**src/rtl/decompress_stream_pkg.sv**
```systemverilog
// -----------------------------------------------------------------------------
// decompress_stream_pkg
// Shared calc-datapath definitions for the int8 -> accumulator decompressor.
//   SUM_WIDTH_DEF / FRAC_BITS_DEF / LANES_DEF : default widths and lane count
//   state_t                                   : decompressor FSM states
//   expand_int8(b, zp)                        : byte -> accumulator expansion
//                                               at the default widths
// -----------------------------------------------------------------------------
package decompress_stream_pkg;

    localparam int SUM_WIDTH_DEF = 20;
    localparam int FRAC_BITS_DEF = 8;
    localparam int LANES_DEF     = 4;

    typedef enum logic {
        IDLE = 1'b0,
        EMIT = 1'b1
    } state_t;

    // Inverse of the [15:8] saturating slice: the difference is taken at
    // 9 bits so byte - zp (range -255..255) can never wrap.
    function automatic logic signed [SUM_WIDTH_DEF-1:0] expand_int8(
        input logic signed [7:0] b,
        input logic signed [7:0] zp
    );
        logic signed [8:0]               diff;
        logic signed [SUM_WIDTH_DEF-1:0] ext;
        diff = {b[7], b} - {zp[7], zp};
        ext  = {{(SUM_WIDTH_DEF-9){diff[8]}}, diff};
        return ext << FRAC_BITS_DEF;
    endfunction

endpackage

```
**src/rtl/decompress_stream_expand_lane.sv**
```systemverilog
// -----------------------------------------------------------------------------
// expand_lane
// Combinational byte -> accumulator expansion, the exact mirror of the
// compression slice. Instantiated once on the currently selected lane.
//   lane_byte  : signed int8 input
//   zero_point : signed int8 zero point (tied to 0 when the feature is off)
//   expanded   : sign_extend(lane_byte - zero_point) << FRAC_BITS
// -----------------------------------------------------------------------------
module expand_lane
    import decompress_stream_pkg::*;
#(
    parameter int SUM_WIDTH = SUM_WIDTH_DEF,
    parameter int FRAC_BITS = FRAC_BITS_DEF
) (
    input  logic signed [7:0]           lane_byte,
    input  logic signed [7:0]           zero_point,
    output logic signed [SUM_WIDTH-1:0] expanded
);

    function automatic logic signed [SUM_WIDTH-1:0] expand(
        input logic signed [7:0] b,
        input logic signed [7:0] zp
    );
        logic signed [8:0]           diff;
        logic signed [SUM_WIDTH-1:0] ext;
        diff = {b[7], b} - {zp[7], zp};
        ext  = {{(SUM_WIDTH-9){diff[8]}}, diff};
        return ext << FRAC_BITS;
    endfunction

    assign expanded = expand(lane_byte, zero_point);

endmodule

```
**src/rtl/decompress_stream.sv**
```systemverilog
// -----------------------------------------------------------------------------
// decompress_stream
// Unpacks packed int8 words lane by lane and emits one sign-extended,
// fixed-point-aligned accumulator value per cycle.
// Optional feature macro: DECOMPRESS_ZERO_POINT_EN (adds zero_point input).
//   clk, rst_n            : clock, asynchronous active-low reset
//   in_data/in_cnt/in_last: packed word, valid lane count (1..LANES), tile end
//   in_valid/in_ready     : input handshake
//   zero_point            : per-word signed zero point (feature only)
//   out_data/out_last     : expanded value, last element of an in_last word
//   out_valid/out_ready   : output handshake
// -----------------------------------------------------------------------------
module decompress_stream
    import decompress_stream_pkg::*;
#(
    parameter int SUM_WIDTH = SUM_WIDTH_DEF,
    parameter int LANES     = LANES_DEF,
    parameter int FRAC_BITS = FRAC_BITS_DEF
) (
    input  logic                        clk,
    input  logic                        rst_n,
    input  logic [8*LANES-1:0]          in_data,
    input  logic [$clog2(LANES):0]      in_cnt,
    input  logic                        in_last,
    input  logic                        in_valid,
    output logic                        in_ready,
`ifdef DECOMPRESS_ZERO_POINT_EN
    input  logic signed [7:0]           zero_point,
`endif
    output logic signed [SUM_WIDTH-1:0] out_data,
    output logic                        out_last,
    output logic                        out_valid,
    input  logic                        out_ready
);

    localparam int LW = $clog2(LANES);
    localparam int CW = LW + 1;

    state_t                   state;
    logic [LANES-1:0][7:0]    word_p0;
    logic [LW-1:0]            lane_p0;
    logic [LW-1:0]            last_idx_p0;
    logic                     last_p0;
    logic [LW-1:0]            nxt_lane;
    logic [LW-1:0]            in_last_idx;
    logic                     cnt_bad;
    logic                     at_last;
    logic                     in_fire;
    logic                     out_fire;
    logic signed [7:0]        byte_sel;
    logic signed [7:0]        zp_sel;
    logic signed [SUM_WIDTH-1:0] expanded;

`ifdef DECOMPRESS_ZERO_POINT_EN
    logic signed [7:0]        zp_p0;
`endif

    // Illegal counts (0 or above LANES) fall back to a full word.
    assign cnt_bad     = (in_cnt == '0) || (in_cnt > CW'(LANES));
    assign in_last_idx = cnt_bad ? LW'(LANES - 1) : LW'(in_cnt - CW'(1));

    assign at_last  = (lane_p0 == last_idx_p0);
    assign in_ready = (state == IDLE) || (at_last && out_ready);
    assign in_fire  = in_valid && in_ready;
    assign out_fire = out_valid && out_ready;
    assign nxt_lane = lane_p0 + LW'(1);

    // The expander sees the byte that will be presented next cycle: lane 0 of
    // an incoming word, otherwise the following lane of the held word.
    assign byte_sel = in_fire ? in_data[7:0] : word_p0[nxt_lane];
`ifdef DECOMPRESS_ZERO_POINT_EN
    assign zp_sel   = in_fire ? zero_point : zp_p0;
`else
    assign zp_sel   = 8'sd0;
`endif

    expand_lane #(
        .SUM_WIDTH (SUM_WIDTH),
        .FRAC_BITS (FRAC_BITS)
    ) u_expand (
        .lane_byte  (byte_sel),
        .zero_point (zp_sel),
        .expanded   (expanded)
    );

    // Stage p0: holding registers, lane counter and registered outputs
    always_ff @(posedge clk or negedge rst_n) begin
        if (!rst_n) begin
            state       <= IDLE;
            out_valid   <= 1'b0;
            out_data    <= '0;
            out_last    <= 1'b0;
            word_p0     <= '0;
            lane_p0     <= '0;
            last_idx_p0 <= '0;
            last_p0     <= 1'b0;
`ifdef DECOMPRESS_ZERO_POINT_EN
            zp_p0       <= '0;
`endif
        end else if (in_fire) begin
            state       <= EMIT;
            out_valid   <= 1'b1;
            word_p0     <= in_data;
            lane_p0     <= '0;
            last_idx_p0 <= in_last_idx;
            last_p0     <= in_last;
`ifdef DECOMPRESS_ZERO_POINT_EN
            zp_p0       <= zero_point;
`endif
            out_data    <= expanded;
            out_last    <= in_last && (in_last_idx == '0);
        end else if (out_fire) begin
            if (at_last) begin
                state     <= IDLE;
                out_valid <= 1'b0;
                out_last  <= 1'b0;
            end else begin
                lane_p0   <= nxt_lane;
                out_data  <= expanded;
                out_last  <= last_p0 && (nxt_lane == last_idx_p0);
            end
        end
    end

`ifndef SYNTHESIS
    always @(posedge clk) begin
        if (rst_n && in_fire) begin
            assert (!cnt_bad);
        end
    end
`endif

endmodule

```
**config.mk**
```make
export PLATFORM = sky130hd
export DESIGN_NAME = decompress_stream
export DESIGN_NICKNAME = d
export VERILOG_FILES = /design/src/rtl/decompress_stream_pkg.sv /design/src/rtl/decompress_stream_expand_lane.sv /design/src/rtl/decompress_stream.sv
export SDC_FILE = /design/constraint.sdc
export NUM_CORES = 1
export LEC_CHECK = 0
export CELL_PAD_IN_SITES_DETAIL_PLACEMENT = 0
export CELL_PAD_IN_SITES_GLOBAL_PLACEMENT = 2
export CORE_ASPECT_RATIO = 0.6
export CORE_MARGIN = 4
export CORE_UTILIZATION = 31
export DETAILED_ROUTE_END_ITERATION = 16
export PLACE_DENSITY = 0.87
export SYNTH_ARGS = -nofsm -noshare
export SYNTH_HDL_FRONTEND = slang
export SYNTH_SLANG_ARGS = --single-unit
```
**constraint.sdc**
```tcl
create_clock -name clk -period 3.3 [get_ports clk]
set_clock_uncertainty 0.2 [all_clocks]
set_input_delay 0.33 -clock clk [delete_from_list [all_inputs] [get_ports clk]]
set_output_delay 0.33 -clock clk [all_outputs]
set_load 0.05 [all_outputs]
```
==> results.toml <==
[status]
status = "completed"

[finish]
drive_gt1_frac = 0.0903
postLayoutCellArea_sq_mm = 0.00298
nFillCells = 691
stdcell_count = 375
regArea_sq_mm = 0.00118
multi_input_area_sq_um = 941
nets = 328
antenna_cells = 0
synthToLayoutAreaGrowth_pct = 32.4

[setup_path]
critPathKind = "reg -> out"
r2r-end = "out_data[11]"
cp.arrival_ns = 2.02
reg2reg_depth = 5
cp-end-kind = "output port"
cp.required_ns = 2.77
crit_fanout = 8
reg2reg_from = "last_idx_p0[1]"
critPathLaunch = "last_idx_p0[1]"
cp-start-kind = "flop"
reg2reg_slack_ns = 1.14
endpoint = "in_ready"

[global_route]
grt_pass1_wl_mm = 8.80
grt_pass1_vias = 1663
antenna_found_initial = 0
grt_usage = 0.127
grt_max_degree = 48
grt_overflow = 0

[detailed_routing]
dr_total_vias = 1710
drc = 0
dr.pass1.iters = 4
drtAntennaViolNets = 0
totalWireLength_mm = 5.33
vias_per_cell = 4.56
dr.first_iter.drc_count = 102
wl_per_cell_um = 14.2

[logic_synthesis]
synthTopCellsByArea = "dfrtp_1, nand2_1, mux4_2, buf_4, a31oi_1"
synth_warnings = 0
synth_top_area_frac = 0.523
yosysSeqAreaShare = 0.523
ys_seq_elements = 47
synth_cells = 236
synthesis.area_sq_mm = 0.00225
synth.distinct_cells = 28
synth_area_per_cell_sq_um = 9.53
synth_largest_area_cell = "dfrtp_1"

[die]
dieWidth_um = 118
die_h_um = 74.0
io_pins = 63
start_util = 0.328
core_area_sq_mm = 0.00685
die_area_sq_mm = 0.00873
rows = 23

[placement]
portBuffers = 54
dp_hpwl_mm = 3.74
dp_cells = 367
dpl_cell_area_sq_mm = 0.00282
finalWeightedCongestion = 0.707

[timing]
slew-limit-headroom = 0.299
finalCriticalPeriod_ns = 2.55
hold_viol_final = 0
max_freq_ghz = 0.393
setup_viol = 0
post-route-period-util = 0.772
rsz0062_at_grt = "false"
fin_tns_setup_ns = 0
tightest_slew_ns = 1.05
maxSlewViolCount = 0

[power_and_ir_drop]
power_density_mw_per_mm2 = 1020
fin_total_pwr_w = 0.00303
irDropWorstVdd_v = 0.000314
p_leak_nw = 1.42

[clock_network]
clock_sinks = 47
cts_post_setup_buffers_inserted = 0
cts_buffer_depth = 2
clk_pin_slew_worst_paths_ns = 0.06
cts_resized = 0
cts_hold_repair.buffers = 0
cts_root_buf = "clkbuf_16"
numCtsBuffers = 5
tritoncts = "yes"
htree_levels = 2
clk_latency_ns = 0.28

[hold_path]
hold_path.class = "in -> async"

[run]
drv_cap = 0
-- worst max-delay path, stage by stage, from the launching register on --
cell and delay, ns:
dfrtp_1 0.41, xor2_2 0.39, nor2_1 0.09, nand2_1 0.09
nand2_1 0.05, clkdlybuf4s50_1 0.71
-- power by group --
| group | total (W) | switching (W) | internal (W) |
|---|---|---|---|
| combinational | 0.00149 | 0.000895 | 0.000595 |
| sequential | 0.00102 | 0.000163 | 0.000854 |
| clock | 0.000526 | 0.000203 | 0.000323 |
| total | 0.00303 | 0.00126 | 0.00177 |
-- layout make-up --
cell class	count	share of cell area
Sequential cell	47	0.395
Multi-Input combinational cell	169	0.316
Timing Repair Buffer	60	0.195
Clock buffer	8	0.0525
Tap cell	87	0.0366
Inverter	4	0.00504
-- placed cells by master, fill, tap and decap left out, types with 3 or more instances in the layout --
cell type / count
nor2_1: 6
conb_1: 8
a22oi_1: 3
inv_1: 4
dfrtp_1: 47
mux4_2: 8
clkdlybuf4s50_1: 53
a31oi_1: 7
a21oi_1: 3
nor2b_1: 4
nand2_1: 113
buf_4: 6
clkbuf_16: 5
-- worst min path at each step --
stage / endpoint / slack (ns) / depth (start not counted)
after detailed placement: word_p0[20] / 0.26 / 2
after floorplan: lane_p0[0] / -0.17 / 0
after global routing: word_p0[12] / 0.15 / 1
after CTS: word_p0[8] / 0.09 / 1
after global placement: word_p0[10] / 0.25 / 2
final: word_p0[12] / 0.03 / 1
-- per-stage QoR --
step | hold WS (ns) | setup slack (ns) | util
after floorplan | -0.166 | 1.38 | -
after CTS | 0.0908 | 0.728 | 0.435
after global placement | 0.249 | 0.868 | 0.412
after detailed placement | 0.256 | 0.822 | 0.412
after global routing | 0.147 | 0.628 | 0.435
final | 0.0344 | 0.754 | 0.435
-- routing by layer --
metal / track usage / routed length, um / vias up
met3: 0.0433 / 338 / 2
li1: - / - / 850
met1: 0.187 / 2610 / 816
met4: 0.0195 / 15 / 0
met2: 0.188 / 2360 / 42
met5: 0 / 0 / -
-- registers in the layout, indices dropped and copies added (netlist names) --
signal and cells:
lane_p0 2, last_idx_p0 2, last_p0 1, out_data 8
out_last 1, state 1, word_p0 32
-- kinds of logic (layout without fill, tap and decap cells) --
kind of cell	count (synthesis)	in the layout	synth area share
xor gates and xnor gates	3	3	0.0184
other	1	8	0.00167
DFF	47	47	0.523
AOI/OAI and AO/OA	21	21	0.0690
buffers and inverters	27	72	0.0756
and+or+nand+nor	127	127	0.222
adders and majority gates	1	1	0.00556
muxes	9	9	0.0851
-- Yosys cell counts --
cell / number
clkbuf_1: 2
o32ai_2: 1
nand2_1: 113
nor2_1: 6
xnor2_1: 1
o21ai_1: 1
xor2_2: 2
o211ai_1: 1
nand3_1: 1
buf_4: 17
nor2b_1: 4
a21o_1: 1
o32a_1: 1
o31ai_1: 1
a31oi_1: 7
o211a_1: 2
buf_2: 4
inv_1: 4
a22oi_1: 3
mux2_2: 1
conb_1: 1
nand2b_1: 1
and3b_1: 1
dfrtp_1: 47
a21oi_1: 3
nor3b_1: 1
ha_1: 1
mux4_2: 8
No activity file was read; power rests on OpenSTA's default activity.
